$ cat src/rtl/act_if.sv
// Bundle of controller-facing signals for act_ctrl: the requester side drives en/req*,
// the controller side returns acks, activation selects, status and a debug state view.
interface act_if #(
  parameter int CNT_W = 16
);
  logic             en;
  logic             req1;
  logic             req2;
  logic             ack1;
  logic             ack2;
  logic [1:0]       sel_i;
  logic             sel_o1;
  logic             sel_o2;
  logic             busy;
  logic [CNT_W-1:0] xfer_cnt;
  logic [1:0]       state;

  // Handshake: a reqN held high is a request; it is only sampled while the controller is
  // idle and enabled. Once granted the transfer always runs to completion, and ackN pulses
  // for exactly one cycle on the final drive cycle. A req still high after its ack is
  // treated as a fresh request.
  modport master (
    input  en, req1, req2,
    output ack1, ack2, sel_i, sel_o1, sel_o2, busy, xfer_cnt, state
  );

  modport slave (
    output en, req1, req2,
    input  ack1, ack2, sel_i, sel_o1, sel_o2, busy, xfer_cnt, state
  );
endinterface

$ cat src/rtl/act_ctrl.sv
// Activation transfer controller: round-robin arbiter between two ports that moves the
// activation value act1->act2 (req1) or act2->act1 (req2) through a CAP/DRV/GAP sequence.
module act_ctrl #(
  parameter int DRV_CYC = 1,
  parameter int CNT_W   = 16
) (
  input  logic  clk,
  input  logic  rst,
  act_if.master bus
);

  localparam logic [1:0] IDLE = 2'b00;
  localparam logic [1:0] CAP  = 2'b01;
  localparam logic [1:0] DRV  = 2'b10;
  localparam logic [1:0] GAP  = 2'b11;
  localparam logic [3:0] LAST = 4'(DRV_CYC - 1);

  logic [1:0]       r_state;
  logic             r_dir;      // 1: port-1 transfer (act1 -> act2), 0: port-2 transfer
  logic             r_last_p2;  // last grant went to port 2
  logic [3:0]       r_cnt;
  logic             r_ack1;
  logic             r_ack2;
  logic [1:0]       r_sel_i;
  logic             r_sel_o1;
  logic             r_sel_o2;
  logic             r_busy;
  logic [CNT_W-1:0] r_xfer;

  logic [1:0] w_nstate;
  logic       w_ndir;
  logic [3:0] w_ncnt;
  logic       w_grant;
  logic       w_grant1;
  logic       w_ack;

  always_comb begin
    w_nstate = r_state;
    w_ndir   = r_dir;
    w_ncnt   = r_cnt;
    w_grant  = 1'b0;
    w_grant1 = 1'b0;
    case (r_state)
      IDLE: begin
        w_ncnt = 4'd0;
        if (bus.en && (bus.req1 || bus.req2)) begin
          w_grant  = 1'b1;
          w_grant1 = bus.req1 && (!bus.req2 || r_last_p2);
          w_ndir   = w_grant1;
          w_nstate = CAP;
        end
      end
      CAP: begin
        w_ncnt   = 4'd0;
        w_nstate = DRV;
      end
      DRV: begin
        if (r_cnt == LAST) w_nstate = GAP;
        else               w_ncnt   = r_cnt + 4'd1;
      end
      GAP:     w_nstate = IDLE;
      default: w_nstate = IDLE;
    endcase
  end

  // Outputs are registered from the next-state decode so they line up with the state.
  assign w_ack = (w_nstate == DRV) && (w_ncnt == LAST);

  always_ff @(posedge clk or negedge rst) begin
    if (!rst) begin
      r_state   <= IDLE;
      r_dir     <= 1'b0;
      r_last_p2 <= 1'b1;
      r_cnt     <= 4'd0;
      r_ack1    <= 1'b0;
      r_ack2    <= 1'b0;
      r_sel_i   <= 2'b00;
      r_sel_o1  <= 1'b0;
      r_sel_o2  <= 1'b0;
      r_busy    <= 1'b0;
      r_xfer    <= '0;
    end else begin
      r_state  <= w_nstate;
      r_dir    <= w_ndir;
      r_cnt    <= w_ncnt;
      if (w_grant) r_last_p2 <= !w_grant1;
      r_ack1   <= w_ack && w_ndir;
      r_ack2   <= w_ack && !w_ndir;
      r_sel_o1 <= (w_nstate == DRV) && !w_ndir;
      r_sel_o2 <= (w_nstate == DRV) && w_ndir;
      r_busy   <= (w_nstate != IDLE);
      if (w_ack) r_xfer <= r_xfer + 1'b1;
      // CAP selects the source port; DRV selects the destination so its value recirculates.
      case (w_nstate)
        CAP:     r_sel_i <= {1'b1, !w_ndir};
        DRV:     r_sel_i <= {1'b1, w_ndir};
        default: r_sel_i <= 2'b00;
      endcase
    end
  end

  assign bus.ack1     = r_ack1;
  assign bus.ack2     = r_ack2;
  assign bus.sel_i    = r_sel_i;
  assign bus.sel_o1   = r_sel_o1;
  assign bus.sel_o2   = r_sel_o2;
  assign bus.busy     = r_busy;
  assign bus.xfer_cnt = r_xfer;
  assign bus.state    = r_state;

endmodule

$ cat src/flat_wrapper.sv
// flat-port wrapper written by rule: the top's interface ports become plain ports
module act_ctrl_flat 
#(
  parameter int DRV_CYC = 1,
  parameter int CNT_W   = 16
)
  (clk, rst, bus_en, bus_req1, bus_req2, bus_ack1, bus_ack2, bus_sel_i, bus_sel_o1, bus_sel_o2, bus_busy, bus_xfer_cnt, bus_state);
  act_if #(.CNT_W(CNT_W)) bus_i ();
  input  logic clk;
  input  logic rst;
  input wire logic [$bits(bus_i.en)-1:0] bus_en;
  input wire logic [$bits(bus_i.req1)-1:0] bus_req1;
  input wire logic [$bits(bus_i.req2)-1:0] bus_req2;
  output wire logic [$bits(bus_i.ack1)-1:0] bus_ack1;
  output wire logic [$bits(bus_i.ack2)-1:0] bus_ack2;
  output wire logic [$bits(bus_i.sel_i)-1:0] bus_sel_i;
  output wire logic [$bits(bus_i.sel_o1)-1:0] bus_sel_o1;
  output wire logic [$bits(bus_i.sel_o2)-1:0] bus_sel_o2;
  output wire logic [$bits(bus_i.busy)-1:0] bus_busy;
  output wire logic [$bits(bus_i.xfer_cnt)-1:0] bus_xfer_cnt;
  output wire logic [$bits(bus_i.state)-1:0] bus_state;
  assign bus_i.en = bus_en;
  assign bus_i.req1 = bus_req1;
  assign bus_i.req2 = bus_req2;
  assign bus_ack1 = bus_i.ack1;
  assign bus_ack2 = bus_i.ack2;
  assign bus_sel_i = bus_i.sel_i;
  assign bus_sel_o1 = bus_i.sel_o1;
  assign bus_sel_o2 = bus_i.sel_o2;
  assign bus_busy = bus_i.busy;
  assign bus_xfer_cnt = bus_i.xfer_cnt;
  assign bus_state = bus_i.state;
  act_ctrl #(.DRV_CYC(DRV_CYC), .CNT_W(CNT_W)) u_core (.clk(clk), .rst(rst), .bus(bus_i));
endmodule
$ cat config.mk
export PLATFORM = sky130hd
export DESIGN_NAME = act_ctrl_flat
export DESIGN_NICKNAME = d
export VERILOG_FILES = /design/src/rtl/act_if.sv /design/src/rtl/act_ctrl.sv /design/src/flat_wrapper.sv
export SDC_FILE = /design/constraint.sdc
export NUM_CORES = 1
export LEC_CHECK = 0
export CAP_MARGIN = 15
export CORE_MARGIN = 3
export CORE_UTILIZATION = 30
export CTS_CLUSTER_DIAMETER = 50
export DETAILED_ROUTE_END_ITERATION = 8
export REMOVE_ABC_BUFFERS = 1
export SYNTH_ARGS = -nofsm -noshare
export SYNTH_HDL_FRONTEND = slang
export SYNTH_SLANG_ARGS = --single-unit
$ cat constraint.sdc
create_clock -name clk -period 5.4 [get_ports clk]
set_input_delay 1.35 -clock clk [delete_from_list [all_inputs] [get_ports clk]]
set_output_delay 1.35 -clock clk [all_outputs]
set_load 0.01 [all_outputs]
==> results.cfg, run 1 <==
[outcome]
status = finished clean

[floorplan]
initial_utilization_pct = 32.1
pin_count = 30
rows = 24
core_area_um2 = 4500
die_h_um = 75.4
die_x_um = 75.4
die-area_um2 = 5690

[cts]
path_clk_slew_ps = 60
cts_buffer_depth = 2
clk_latency_ps = 280
cts_made_buffers = 5
post_cts_buffers = 0
cts-root-buf = clkbuf_8
clock_sinks = 31
cts_hold_buf = 0
h-tree-depth = 2
cts_tree = built
cts_resized = 0

[timing]
final_max_slew_viol_count = 0
finalHoldViolations = 0
setup_viol = 0
finalCritPeriodShare_pct = 67.2
period_minus_slack_ps = 3630
worstMarginPinSlew_ps = 857
max_freq_mhz = 276
relSlewSlack_pct = 42.5
skew_ps = 1.55
grt_setup_unrepaired = false
tns_ps = 0

[layout]
syn_to_final_growth_pct = 31.0
fillers = 430
mostFrequentLayoutCells = dfrtp_1, clkdlybuf4s50_1, xnor2_1
nets = 174
design_area_um2 = 1890
layout.cells.most_common = dfrtp_1
final_layout_size_suffix_gt1_share_pct = 7.50
diodes = 0

[yosys]
synthCells = 124
synthArstFlopShare_pct = 100
synth-main-ff-cell = dfrtp_1
synth_area_um2 = 1450
yosysWarnings = 0
synth_seq_area_share_pct = 53.7
synth_cell_types = 30
synth-seq-cells = 31
synth_edf_count = 0
syn_avg_cell_area_um2 = 11.7

[global_routing]
grt_first_pass_wirelength_um = 4900
grt_max_degree = 32
track_usage_pct = 11.5
gr-total-overflow = 0
antenna_found_initial = 0
grt_pass1_vias = 1097

[detailed_routing]
drc = 0
antenna_left = 0
wl_um = 2890
dr.pass1.iters = 4
viasPerCell = 4.91
vias = 1040
wl_per_cell_um = 13.6
drt_iter0_markers = 47

[setup_path]
r2r_start = u_core.r_cnt[0]$_DFF_PN0_
arrival_ps = 3790
cp_max_fo = 18
critPathCaptureType = flop
crit_type = in -> reg
critical_path_required_ps = 5560
cp-start-kind = input pin
r2r_slack_ps = 2620
timing.rr.end = u_core.bus.xfer_cnt[7]$_DFFE_PN0P_
reg2reg_depth = 11

[min_path]
holdPathStages = 1
holdPathEnd = u_core.bus.xfer_cnt[15]$_DFFE_PN0P_
hp-start = u_core.bus.xfer_cnt[15]$_DFFE_PN0P_
hold_class = reg -> reg

[power_and_ir_drop]
vdd_ir_drop_max_uv = 260
cellPowerDensity_nw_per_um2 = 494
leakagePower_nw = 0.833

[place]
gp_congestion = 0.785
place_area_um2 = 1790
io_buffers = 29
dp.final_hpwl_um = 2100

[flow_run]
drv_cap = 0
-- logic make-up (layout without fill, tap and decap cells) --
kind of cell / count (synthesis) / in the layout / share of synthesized area [%]
mux: 2 / 2 / 1.56
compound gates: 15 / 15 / 6.75
buf+inv: 9 / 45 / 2.85
fa+ha+maj: 10 / 10 / 8.65
simple gates: 42 / 42 / 17.4
xor+xnor: 15 / 15 / 9.08
flops: 31 / 31 / 53.7
-- Yosys cell counts (2+ instances only) --
| cell | instances | area [µm²] |
|---|---|---|
| and2_1 | 4 | 25.0 |
| o21ai_1 | 2 | 10.0 |
| a21o_1 | 2 | 15.0 |
| nand3_1 | 8 | 40.0 |
| nand2_1 | 7 | 26.3 |
| mux2_2 | 2 | 22.5 |
| a31oi_1 | 2 | 12.5 |
| a41oi_1 | 2 | 17.5 |
| xnor2_1 | 14 | 123 |
| and3_1 | 4 | 25.0 |
| ha_1 | 10 | 125 |
| inv_1 | 7 | 26.3 |
| nand2b_1 | 2 | 12.5 |
| dfrtp_1 | 30 | 751 |
| o21ai_0 | 4 | 20.0 |
| nand4_1 | 7 | 43.8 |
| nor2_1 | 2 | 7.51 |
| nor2b_1 | 3 | 18.8 |
-- critical path, stage by stage --
cell and delay [ps]:
clkdlybuf4s50_1 470, o21ai_0 210, nand2_1 80, nand2_1 60, o21a_1 160, ha_1 210, o211ai_1 140, nor4_4 670
nand4_1 250, xnor2_1 190
-- per-layer routing --
layer	global-route usage, %	wire length, µm	vias to the layer above
met2	19.2	1380	27
met5	0	0	-
met4	4.47	30	0
met1	13.5	1310	506
met3	4.22	168	4
li1	-	-	503
-- state kept, by name, summed over array words and instances, names as in the netlist --
register             count
u_core.bus.ack1          1
u_core.bus.ack2          1
u_core.bus.busy          1
u_core.bus.sel_i         2
u_core.bus.sel_o1        1
u_core.bus.sel_o2        1
u_core.bus.state         2
u_core.bus.xfer_cnt     16
u_core.r_cnt             4
u_core.r_dir             1
u_core.r_last_p2         1
-- power breakdown --
group	switching (mW)	internal, mW	total [mW]
logic	0.207	0.194	0.401
clock network	0.0805	0.116	0.197
registers	0.0426	0.296	0.339
-- stage by stage --
stage | hold WS, ps | total power, mW | std cells | setup WS (ps) | utilization [%]
after floorplan | 508 | 0.581 | 122 | 2310 | -
after global placement | 470 | 0.740 | 204 | 1590 | 39.8
after detailed placement | 479 | 0.751 | 204 | 1460 | 39.8
after CTS | 500 | 0.956 | 212 | 1740 | 42.1
after global routing | 522 | 1.02 | 212 | 1500 | 42.1
final | 494 | 0.937 | 212 | 1770 | 42.1
-- final cells by class --
cell class                      count  area (µm²)  share of cell area (%)
Clock buffer                        8         100                    5.28
Sequential cell                    31         777                    41.0
Inverter                            7        26.3                    1.39
Timing Repair Buffer               30         298                    15.7
Tap cell                           52        65.1                    3.43
Multi-Input combinational cell     84         628                    33.2
-- worst max path at each step --
| stage | startpoint | endpoint | slack [ps] | depth (start not counted) |
|---|---|---|---|---|
| floorplan | bus_req2 | u_core.bus.xfer_cnt[1]$_DFFE_PN0P_ | 2310 | 8 |
| global placement | bus_req1 | u_core.bus.xfer_cnt[15]$_DFFE_PN0P_ | 1590 | 10 |
| detailed placement | bus_req1 | u_core.bus.xfer_cnt[7]$_DFFE_PN0P_ | 1460 | 10 |
| CTS | bus_req1 | u_core.bus.xfer_cnt[7]$_DFFE_PN0P_ | 1740 | 10 |
| global route | bus_req1 | u_core.bus.xfer_cnt[7]$_DFFE_PN0P_ | 1500 | 10 |
| finish | bus_req1 | u_core.bus.xfer_cnt[7]$_DFFE_PN0P_ | 1770 | 10 |
No activity file was read; power rests on OpenSTA's default activity.
==> run 2, diff against run 1 <==
==> constraint.sdc (replaced) <==
create_clock -name clk -period 3.4 [get_ports clk]
set_input_delay 0.85 -clock clk [delete_from_list [all_inputs] [get_ports clk]]
set_output_delay 0.85 -clock clk [all_outputs]
set_load 0.01 [all_outputs]
==> run 2 against run 1 <==
Worst hold slack got worse by 25 ps. Sequential cell count did not move. Worst setup slack got worse by 1100 ps. Design area fell by 0.59%. Clock skew rose by 4.3 ps. Cell count rose by 0.47%. Via count fell by 1.1%. Clock power rose by 37%. Global-route usage barely moved. Core utilization fell by 0.25 points. Clock-buffer cell count fell by 1. Power rose by 56%. Largest cell class unchanged. Highest routed layer unchanged.
==> results.cfg, run 2 (same netlist as run 1, synthesis figures left out) <==
[outcome]
status = finished clean

[detailed_routing]
drt_iter0_markers = 27
wl_per_cell_um = 13.6
viasPerCell = 4.83
vias = 1029
antenna_left = 0
dr.pass1.iters = 4
drc = 0
wl_um = 2900

[floorplan]
initial_utilization_pct = 32.1
die-area_um2 = 5690
pin_count = 30
die_x_um = 75.4
die_h_um = 75.4
rows = 24
core_area_um2 = 4500

[timing]
period_minus_slack_ps = 2700
final_max_slew_viol_count = 0
grt_setup_unrepaired = false
max_freq_mhz = 371
finalCritPeriodShare_pct = 79.3
setup_viol = 0
tns_ps = 0
finalHoldViolations = 0
worstMarginPinSlew_ps = 700
relSlewSlack_pct = 53.2
layout_setup_ws_ps = 702
skew_ps = 5.86

[global_routing]
grt_max_degree = 19
track_usage_pct = 11.5
grt_pass1_vias = 1080
antenna_found_initial = 0
gr-total-overflow = 0
grt_first_pass_wirelength_um = 4840

[cts]
cts_resized = 0
path_clk_slew_ps = 60
post_cts_buffers = 0
cts_buffer_depth = 2
cts_made_buffers = 5
clock_sinks = 31
clk_latency_ps = 280
cts-root-buf = clkbuf_8
cts_hold_buf = 0
h-tree-depth = 2
cts_tree = built

[layout]
nets = 175
fin_cells = 213
fillers = 451
layout.cells.most_common = dfrtp_1
diodes = 0
final_layout_size_suffix_gt1_share_pct = 7.45
largest_register_ffs = 16
mostFrequentLayoutCells = dfrtp_1, clkdlybuf4s50_1, xnor2_1
syn_to_final_growth_pct = 30.2

[setup_path]
cp-start-kind = input pin
crit_top_cell = nand2_1
arrival_ps = 2860
slowest_delay_ps = 460
path_cells = clkdlybuf4s50_1 -> o21ai_0 -> nand2_1 -> nand2_1 -> o21a_1 -> ha_1 -> o211ai_1 -> nor4_4 -> buf_4 -> mux2_2
critical_path_required_ps = 3570
crit_type = in -> reg
cp.buffers_inverters = 2
cp_max_fo = 18
crit_slowest_cell = clkdlybuf4s50_1
critPathCaptureType = flop
cp_top_family = buffers and inverters
r2r_slack_ps = 1020

[place]
dp_slack_ps = 414
gp_congestion = 0.812
dp.final_hpwl_um = 2210
dp_cells = 205
io_buffers = 29

[min_path]
hold_class = reg -> reg

[power_and_ir_drop]
leakagePower_nw = 0.828
vdd_ir_drop_max_uv = 367
cellPowerDensity_nw_per_um2 = 778

[flow_run]
drv_cap = 0
## run 2: cell count changes in the layout (fill, tap and decap cells not counted), sizes merged
cell    previous run  this run
buf                1         2
clkbuf             8         7
clkinv             0         1
## run 2: through the flow
step / instance area, µm² / total power [mW] / util, % / hold slack, ps
global route: 1880 / 1.58 / 41.8 / 492
floorplan: 1430 / 0.923 / - / 508
detailed placement: 1800 / 1.22 / 40.0 / 465
global placement: 1800 / 1.19 / 40.0 / 468
finish: 1880 / 1.46 / 41.8 / 470
CTS: 1880 / 1.49 / 41.8 / 477
## run 2: final cells by class
class / instances / area [µm²] / area share (%)
Sequential cell: 31 / 777 / 41.3
Multi-Input combinational cell: 84 / 628 / 33.4
Timing Repair Buffer: 31 / 305 / 16.2
Clock buffer: 7 / 76.3 / 4.05
Tap cell: 52 / 65.1 / 3.46
Inverter: 7 / 26.3 / 1.40
Clock inverter: 1 / 5.00 / 0.266
## run 2: routing by layer
layer / vias to the layer above / share of wire [%] / GRT usage (%)
met2: 29 / 49 / 19.5
met3: 7 / 5.7 / 3.43
met1: 490 / 44 / 13.3
met5: - / 0 / 0
li1: 503 / - / -
met4: 0 / 1.7 / 5.44
## run 2: worst paths after layout
kind | cells past startpoint | startpoint | to
setup / recovery | 10 | bus_req1 | u_core.bus.xfer_cnt[1]$_DFFE_PN0P_
hold / removal | 1 | u_core.bus.xfer_cnt[15]$_DFFE_PN0P_ | u_core.bus.xfer_cnt[15]$_DFFE_PN0P_
setup reg to reg | 11 | u_core.r_cnt[0]$_DFF_PN0_ | u_core.bus.xfer_cnt[1]$_DFFE_PN0P_
hold reg to reg | 1 | u_core.bus.xfer_cnt[15]$_DFFE_PN0P_ | u_core.bus.xfer_cnt[15]$_DFFE_PN0P_
max in group asynchronous | 2 | rst | u_core.bus.busy$_DFF_PN0_
min in group asynchronous | 1 | rst | u_core.bus.xfer_cnt[6]$_DFFE_PN0P_
## run 2: where the power goes
part	switching (mW)	internal (mW)
registers	0.0693	0.471
clock network	0.126	0.143
logic	0.333	0.323
total	0.528	0.937
